$ cat config.mk
export PLATFORM = sky130hd
export DESIGN_NAME = rx_axis_frame_fixup
export DESIGN_NICKNAME = d
export VERILOG_FILES = /design/src/rtl/code_defs_pkg.sv /design/src/rtl/sat_counter.sv /design/src/rtl/rx_axis_frame_fixup.sv
export SDC_FILE = /design/constraint.sdc
export NUM_CORES = 1
export LEC_CHECK = 0
export CAP_MARGIN = 20
export CORE_ASPECT_RATIO = 1.1
export CORE_UTILIZATION = 52
export CTS_CLUSTER_DIAMETER = 30
export DETAILED_ROUTE_END_ITERATION = 8
export PLACE_DENSITY = 0.81
export SETUP_SLACK_MARGIN = 0.05
export SYNTH_ARGS = -nofsm -noshare
export SYNTH_HDL_FRONTEND = slang
export SYNTH_SLANG_ARGS = --single-unit
$ cat constraint.sdc
create_clock -name i_clk -period 5.4 [get_ports i_clk]
set_input_delay 1.08 -clock i_clk [delete_from_list [all_inputs] [get_ports i_clk]]
set_output_delay 1.08 -clock i_clk [all_outputs]
set_load 0.1 [all_outputs]
$ cat src/rtl/code_defs_pkg.sv
// Shared types and constants for the receive-side AXIS frame fixup.
// Also provides the byte-lane popcount helper used by the length counter.
package code_defs_pkg;

  localparam int unsigned DATA_WIDTH    = 32;
  localparam int unsigned DATA_NBYTES   = DATA_WIDTH / 8;
  localparam int unsigned BCNT_WIDTH    = 16;
  localparam int unsigned ETH_MIN_FRAME = 64;
  localparam int unsigned ETH_MAX_FRAME = 1518;

  typedef enum logic [1:0] {
    SYNC,
    EMPTY,
    HOLD,
    FLUSH
  } state_t;

  typedef enum logic [1:0] {
    GOOD,
    CRC_ERR,
    OVERSIZE,
    RUNT
  } frame_class_t;

  function automatic logic [2:0] keep_bytes(input logic [DATA_NBYTES-1:0] keep);
    logic [2:0] n;
    n = '0;
    for (int i = 0; i < DATA_NBYTES; i++) begin
      n = n + {2'b00, keep[i]};
    end
    return n;
  endfunction

endpackage

$ cat src/rtl/sat_counter.sv
// Saturating up-counter with synchronous reset and clear; clear beats increment.
module sat_counter #(
  parameter int unsigned WIDTH = 32
) (
  input  logic             i_clk,
  input  logic             i_reset,
  input  logic             i_clear,
  input  logic             i_inc,
  output logic [WIDTH-1:0] o_count
);

  logic [WIDTH-1:0] r_count;

  always_ff @(posedge i_clk) begin
    if (i_reset || i_clear) begin
      r_count <= '0;
    end else if (i_inc && (r_count != {WIDTH{1'b1}})) begin
      r_count <= r_count + 1'b1;
    end
  end

  assign o_count = r_count;

endmodule

$ cat src/rtl/rx_axis_frame_fixup.sv
// Re-times the MAC receive stream so TLAST sits on the last nonzero-keep beat,
// flags bad frames on TUSER and keeps per-class frame counters.
module rx_axis_frame_fixup
  import code_defs_pkg::*;
#(
  parameter int unsigned MIN_FRAME_BYTES = ETH_MIN_FRAME,
  parameter int unsigned MAX_FRAME_BYTES = ETH_MAX_FRAME,
  parameter int unsigned CNT_WIDTH       = 32
) (
  input  logic                   i_clk,
  input  logic                   i_reset,
  input  logic [DATA_WIDTH-1:0]  s00_axis_tdata,
  input  logic [DATA_NBYTES-1:0] s00_axis_tkeep,
  input  logic                   s00_axis_tvalid,
  input  logic                   s00_axis_tlast,
  input  logic                   s00_axis_tuser,
  output logic [DATA_WIDTH-1:0]  m00_axis_tdata,
  output logic [DATA_NBYTES-1:0] m00_axis_tkeep,
  output logic                   m00_axis_tvalid,
  output logic                   m00_axis_tlast,
  output logic                   m00_axis_tuser,
  input  logic                   i_cnt_clear,
  output logic [CNT_WIDTH-1:0]   o_good_cnt,
  output logic [CNT_WIDTH-1:0]   o_crc_err_cnt,
  output logic [CNT_WIDTH-1:0]   o_oversize_cnt,
  output logic [CNT_WIDTH-1:0]   o_runt_cnt
);

  localparam logic [BCNT_WIDTH-1:0] MinBytes = BCNT_WIDTH'(MIN_FRAME_BYTES);
  localparam logic [BCNT_WIDTH-1:0] MaxBytes = BCNT_WIDTH'(MAX_FRAME_BYTES);

  state_t                 r_state;
  logic [BCNT_WIDTH-1:0]  r_bytes;
  logic [DATA_WIDTH-1:0]  r_hold_data;
  logic [DATA_NBYTES-1:0] r_hold_keep;
  logic                   r_hold_last;
  logic                   r_hold_bad;
  logic [DATA_WIDTH-1:0]  r_m_tdata;
  logic [DATA_NBYTES-1:0] r_m_tkeep;
  logic                   r_m_tvalid;
  logic                   r_m_tlast;
  logic                   r_m_tuser;

  logic                   w_data;
  logic                   w_end_empty;
  logic                   w_frame_end;
  logic [BCNT_WIDTH:0]    w_sum_ext;
  logic [BCNT_WIDTH-1:0]  w_sum;
  frame_class_t           w_class;
  logic                   w_bad;

  assign w_data      = s00_axis_tvalid && (s00_axis_tkeep != '0);
  assign w_end_empty = s00_axis_tvalid && s00_axis_tlast && (s00_axis_tkeep == '0);
  assign w_frame_end = s00_axis_tvalid && s00_axis_tlast && (r_state != SYNC);

  // Running length including the current beat, so the tlast beat is classified in-cycle.
  assign w_sum_ext = {1'b0, r_bytes} + {{(BCNT_WIDTH - 2){1'b0}}, keep_bytes(s00_axis_tkeep)};
  assign w_sum     = w_sum_ext[BCNT_WIDTH] ? {BCNT_WIDTH{1'b1}} : w_sum_ext[BCNT_WIDTH-1:0];

  always_comb begin
    w_class = GOOD;
    if (!s00_axis_tuser) begin
      w_class = CRC_ERR;
    end else if (w_sum > MaxBytes) begin
      w_class = OVERSIZE;
    end else if (w_sum < MinBytes) begin
      w_class = RUNT;
    end
  end

  assign w_bad = (w_class != GOOD);

  always_ff @(posedge i_clk) begin
    if (i_reset) begin
      r_state     <= SYNC;
      r_bytes     <= '0;
      r_hold_data <= '0;
      r_hold_keep <= '0;
      r_hold_last <= 1'b0;
      r_hold_bad  <= 1'b0;
      r_m_tdata   <= '0;
      r_m_tkeep   <= '0;
      r_m_tvalid  <= 1'b0;
      r_m_tlast   <= 1'b0;
      r_m_tuser   <= 1'b0;
    end else begin
      r_m_tvalid <= 1'b0;
      r_m_tlast  <= 1'b0;
      r_m_tuser  <= 1'b0;

      if (s00_axis_tvalid && (r_state != SYNC)) begin
        r_bytes <= s00_axis_tlast ? '0 : w_sum;
      end

      unique case (r_state)
        SYNC: begin
          if (s00_axis_tvalid && s00_axis_tlast) begin
            r_state <= EMPTY;
          end
        end

        EMPTY, FLUSH: begin
          if (r_state == FLUSH) begin
            r_m_tdata  <= r_hold_data;
            r_m_tkeep  <= r_hold_keep;
            r_m_tvalid <= 1'b1;
            r_m_tlast  <= r_hold_last;
            r_m_tuser  <= r_hold_bad;
          end
          r_hold_last <= 1'b0;
          r_state     <= EMPTY;
          if (w_data) begin
            r_hold_data <= s00_axis_tdata;
            r_hold_keep <= s00_axis_tkeep;
            if (s00_axis_tlast) begin
              r_hold_last <= 1'b1;
              r_hold_bad  <= w_bad;
              r_state     <= FLUSH;
            end else begin
              r_state <= HOLD;
            end
          end
        end

        HOLD: begin
          if (w_data) begin
            r_m_tdata   <= r_hold_data;
            r_m_tkeep   <= r_hold_keep;
            r_m_tvalid  <= 1'b1;
            r_hold_data <= s00_axis_tdata;
            r_hold_keep <= s00_axis_tkeep;
            if (s00_axis_tlast) begin
              r_hold_last <= 1'b1;
              r_hold_bad  <= w_bad;
              r_state     <= FLUSH;
            end
          end else if (w_end_empty) begin
            // Zero-keep tlast: the held beat becomes the frame's last beat.
            r_m_tdata  <= r_hold_data;
            r_m_tkeep  <= r_hold_keep;
            r_m_tvalid <= 1'b1;
            r_m_tlast  <= 1'b1;
            r_m_tuser  <= w_bad;
            r_state    <= EMPTY;
          end
        end

        default: r_state <= SYNC;
      endcase
    end
  end

  assign m00_axis_tdata  = r_m_tdata;
  assign m00_axis_tkeep  = r_m_tkeep;
  assign m00_axis_tvalid = r_m_tvalid;
  assign m00_axis_tlast  = r_m_tlast;
  assign m00_axis_tuser  = r_m_tuser;

  logic w_inc_good;
  logic w_inc_crc;
  logic w_inc_over;
  logic w_inc_runt;

  assign w_inc_good = w_frame_end && (w_class == GOOD);
  assign w_inc_crc  = w_frame_end && (w_class == CRC_ERR);
  assign w_inc_over = w_frame_end && (w_class == OVERSIZE);
  assign w_inc_runt = w_frame_end && (w_class == RUNT);

  sat_counter #(.WIDTH(CNT_WIDTH)) u_good_cnt (
    .i_clk   (i_clk),
    .i_reset (i_reset),
    .i_clear (i_cnt_clear),
    .i_inc   (w_inc_good),
    .o_count (o_good_cnt)
  );

  sat_counter #(.WIDTH(CNT_WIDTH)) u_crc_err_cnt (
    .i_clk   (i_clk),
    .i_reset (i_reset),
    .i_clear (i_cnt_clear),
    .i_inc   (w_inc_crc),
    .o_count (o_crc_err_cnt)
  );

  sat_counter #(.WIDTH(CNT_WIDTH)) u_oversize_cnt (
    .i_clk   (i_clk),
    .i_reset (i_reset),
    .i_clear (i_cnt_clear),
    .i_inc   (w_inc_over),
    .o_count (o_oversize_cnt)
  );

  sat_counter #(.WIDTH(CNT_WIDTH)) u_runt_cnt (
    .i_clk   (i_clk),
    .i_reset (i_reset),
    .i_clear (i_cnt_clear),
    .i_inc   (w_inc_runt),
    .o_count (o_runt_cnt)
  );

endmodule

==> impl_metrics.csv <==
group,metric,value,unit
outcome,outcome,"finished clean",
detailed_routing,first_iter_violations,690,
timing,slew_violations,0,
floorplan,die_w,137,µm
clock_tree,clkTransAtPathRegs,0.05,ns
power,ir_drop,0.324,mV
worst_setup_path,path_max_fanout,68,
clock_tree,tritoncts,"built",
logic_synthesis,async_reset_ff_share,0,%
detailed_routing,post_drt_via_cell_ratio,5.90,
placement,dpl.hpwl,18.6,mm
layout,drive_gt1_share,7.19,%
clock_tree,hold_buffers,0,
worst_setup_path,setup.worst_path.class,"input pin to register",
floorplan,rows,53,
layout,area_growth,37.0,%
grt,grt_pass1_wl,45.5,mm
grt,grt_pass1_vias,9453,
clock_tree,clockRootBuffer,"clkbuf_16",
detailed_routing,ant_nets,0,
logic_synthesis,ys_types,61,
logic_synthesis,synth_seq_area_share,43.0,%
logic_synthesis,synth-main-ff-cell,"dfxtp_1",
detailed_routing,first_pass_iters,5,
timing,fmax,204,MHz
placement,dp_cells,1683,
timing,min_period_over_period,90.7,%
detailed_routing,num_vias,10394,
layout,nets,1533,
clock_tree,numCtsBuffers,44,
hold_path,hp-class,"register to register",
hold_path,min_path_cells,2,
timing,worst_pin_slew,1.10,ns
timing,setup_tns,0,ns
clock_tree,cts_setup_buffers,0,
layout,n_antenna_cell,0,
floorplan,initial_core_util,53.7,%
timing,hold_viol,0,
floorplan,die_area,0.0206,mm²
placement,io_buffers,208,
floorplan,fp.dieH,150,µm
clock_tree,cts_resized,0,
worst_setup_path,rr_startpoint,"r_bytes[0]$_SDFFE_PP0P_",
worst_setup_path,ff2ff_path_depth,13,
grt,overflow,0,
worst_setup_path,required,5.83,ns
floorplan,io_pins,209,
clock_tree,htreeDepth,2,
layout,fillCellCount,1457,
worst_setup_path,rrSetupSlack,1.77,ns
timing,post-route-min-period,4.90,ns
worst_setup_path,crit_arrival,5.33,ns
detailed_routing,wire_per_inst,16.3,µm
floorplan,design.core.area,0.0194,mm²
detailed_routing,wirelength,28.8,mm
placement,gp_congestion,0.919,
clock_tree,insertion_delay,0.52,ns
hold_path,min_from,"r_hold_keep[1]$_SDFFE_PP0P_",
power,p_leak,0.00477,µW
timing,rsz0062_at_grt,"false",
clock_tree,cts_sinks,223,
clock_tree,ctsLongestPathBuffers,3,
timing,fin_skew,0.0174,ns
timing,whs,0.440,ns
hold_path,min_to,"m00_axis_tkeep[1]$_SDFFE_PP0P_",
logic_synthesis,synthCells,1297,
logic_synthesis,synth_area,0.0104,mm²
worst_setup_path,start_kind,"input pin",
layout,fin_cells,1763,
detailed_routing,drc,0,
grt,antenna_found_initial,0,
logic_synthesis,synthesis.nets,1348,
timing,setup_viol_count_final,0,
logic_synthesis,ys_seq_elements,223,
logic_synthesis,syn_avg_cell_area,8.01,µm²
worst_setup_path,worst_setup_path_end_kind,"register",
grt,grt_max_degree,102,
logic_synthesis,ys_warn_count,0,
grt,grt_usage,27.2,%
timing,slew_headroom,26.8,%
power,power-per-cell-area,334,mW/mm²
worst_setup_path,r2r-end,"u_good_cnt.o_count[4]$_SDFFE_PP0P_",
flow_run,drv_cap,0,
logic_synthesis,synth_edf_count,0,
==> metal layers <==
layer  global-route usage, %  share of wire (%)  up-vias
met3                    6.13                7.5       57
met1                    33.1                 41     4903
met4                    10.4                2.3        0
met2                    46.5                 50      397
li1                        -                  -     5037
met5                       0                  0        -
==> power by group <==
part	leakage (µW)	internal [µW]	total, µW	switching, µW
Combinational	0.00221	61.7	171	110
Clock	0.000768	2060	2910	850
Sequential	0.00180	1670	1680	10.4
==> placed cells by master, fill, tap and decap left out, drive strengths merged, types with 7 or more instances in the layout <==
master	n
nand2	210
nand2b	8
nor4	8
nand3	73
buf	23
a31oi	11
dfxtp	223
inv	19
bufinv	9
clkdlybuf4s50	207
and2	11
o31ai	47
a21oi	156
or3	21
o21a	8
or4	47
and3	36
clkbuf	63
mux2i	13
nor3	22
xor2	46
and4	15
o21ai	24
xnor2	7
nor2	98
a41o	7
nand4	34
o211ai	11
==> per-stage QoR <==
| stage | utilization [%] | worst slack [ns] | power [µW] | cell area (µm²) |
|---|---|---|---|---|
| final | 73.5 | 0.500 | 4760 | 14200 |
| after global routing | 73.5 | 0.388 | 4870 | 14200 |
| after CTS | 73.5 | 0.544 | 4780 | 14200 |
| after detailed placement | 65.2 | 0.0770 | 1880 | 12600 |
| after global placement | 65.2 | 0.210 | 1880 | 12600 |
| after floorplan | - | 0.744 | 1810 | 10400 |
==> kinds of logic (layout without fill, tap and decap cells) <==
family | after synthesis | after routing | synth area share (%)
and+or+nand+nor | 603 | 603 | 29.1
AOI/OAI and AO/OA | 286 | 286 | 16.6
DFF | 223 | 223 | 43.0
buffers and inverters | 110 | 329 | 4.32
xor gates and xnor gates | 53 | 53 | 4.47
muxes | 13 | 13 | 1.25
adders and majority gates | 9 | 9 | 1.30
==> registers in the layout, summed over array words and instances, names as in the netlist, 4 cells and up <==
signal                  count
m00_axis_tdata             32
r_bytes                    16
r_hold_data                32
u_runt_cnt.o_count         32
m00_axis_tkeep              4
r_hold_keep                 4
u_oversize_cnt.o_count     32
u_good_cnt.o_count         32
u_crc_err_cnt.o_count      32
==> synth_stat cells, types with 8 or more instances <==
| cell | n | share of area [%] |
|---|---|---|
| nor2_1 | 97 | 3.5 |
| nand3_1 | 72 | 3.5 |
| clkbuf_1 | 73 | 2.6 |
| nand2b_1 | 8 | 0.48 |
| o211ai_1 | 11 | 0.79 |
| a31oi_1 | 11 | 0.66 |
| a21oi_1 | 156 | 7.5 |
| nor4_1 | 8 | 0.48 |
| xor2_1 | 46 | 3.9 |
| or4_1 | 47 | 3.4 |
| o21ai_0 | 20 | 0.96 |
| o21a_1 | 8 | 0.58 |
| or3_1 | 21 | 1.3 |
| mux2i_1 | 13 | 1.3 |
| dfxtp_1 | 223 | 43 |
| nand2_1 | 210 | 7.6 |
| o31ai_1 | 47 | 3.4 |
| inv_1 | 19 | 0.69 |
| nor3_1 | 22 | 1.1 |
| and3_1 | 36 | 2.2 |
| buf_2 | 11 | 0.53 |
| nand4_1 | 34 | 2.0 |
| and2_1 | 10 | 0.60 |
| and4_1 | 13 | 1.1 |
==> worst max-delay path, cell delays in order <==
cell	delay, ns
clkdlybuf4s50_1	0.48
fa_1	0.56
inv_1	0.05
fa_1	0.40
inv_1	0.09
fa_1	0.19
nand2_1	0.17
nor4b_2	0.44
xnor2_1	0.17
nand3_1	0.11
or3_1	0.43
a21o_2	0.24
buf_12	0.19
or4_1	0.52
a21oi_1	0.18
==> area by class of cell <==
cell class / count / area, µm² / share of cell area (%)
multi-input combinational: 964 / 5510 / 38.7
sequential: 223 / 4460 / 31.4
timing repair buffer: 230 / 2280 / 16.0
clock buffer: 63 / 1270 / 8.95
clock inverter: 17 / 328 / 2.30
tap: 247 / 309 / 2.17
inverter: 19 / 71.3 / 0.501
==> worst max-delay path by stage <==
stage	start	to	slack [ns]
after floorplan	s00_axis_tkeep[0]	u_good_cnt.o_count[10]$_SDFFE_PP0P_	0.74
after global placement	s00_axis_tkeep[0]	u_good_cnt.o_count[15]$_SDFFE_PP0P_	0.21
after detailed placement	s00_axis_tkeep[0]	u_good_cnt.o_count[11]$_SDFFE_PP0P_	0.08
after CTS	s00_axis_tkeep[0]	u_good_cnt.o_count[4]$_SDFFE_PP0P_	0.54
after global routing	s00_axis_tkeep[0]	u_good_cnt.o_count[18]$_SDFFE_PP0P_	0.39
final	s00_axis_tkeep[0]	u_good_cnt.o_count[4]$_SDFFE_PP0P_	0.50
Note: power is estimated with default switching activity, not from simulation.
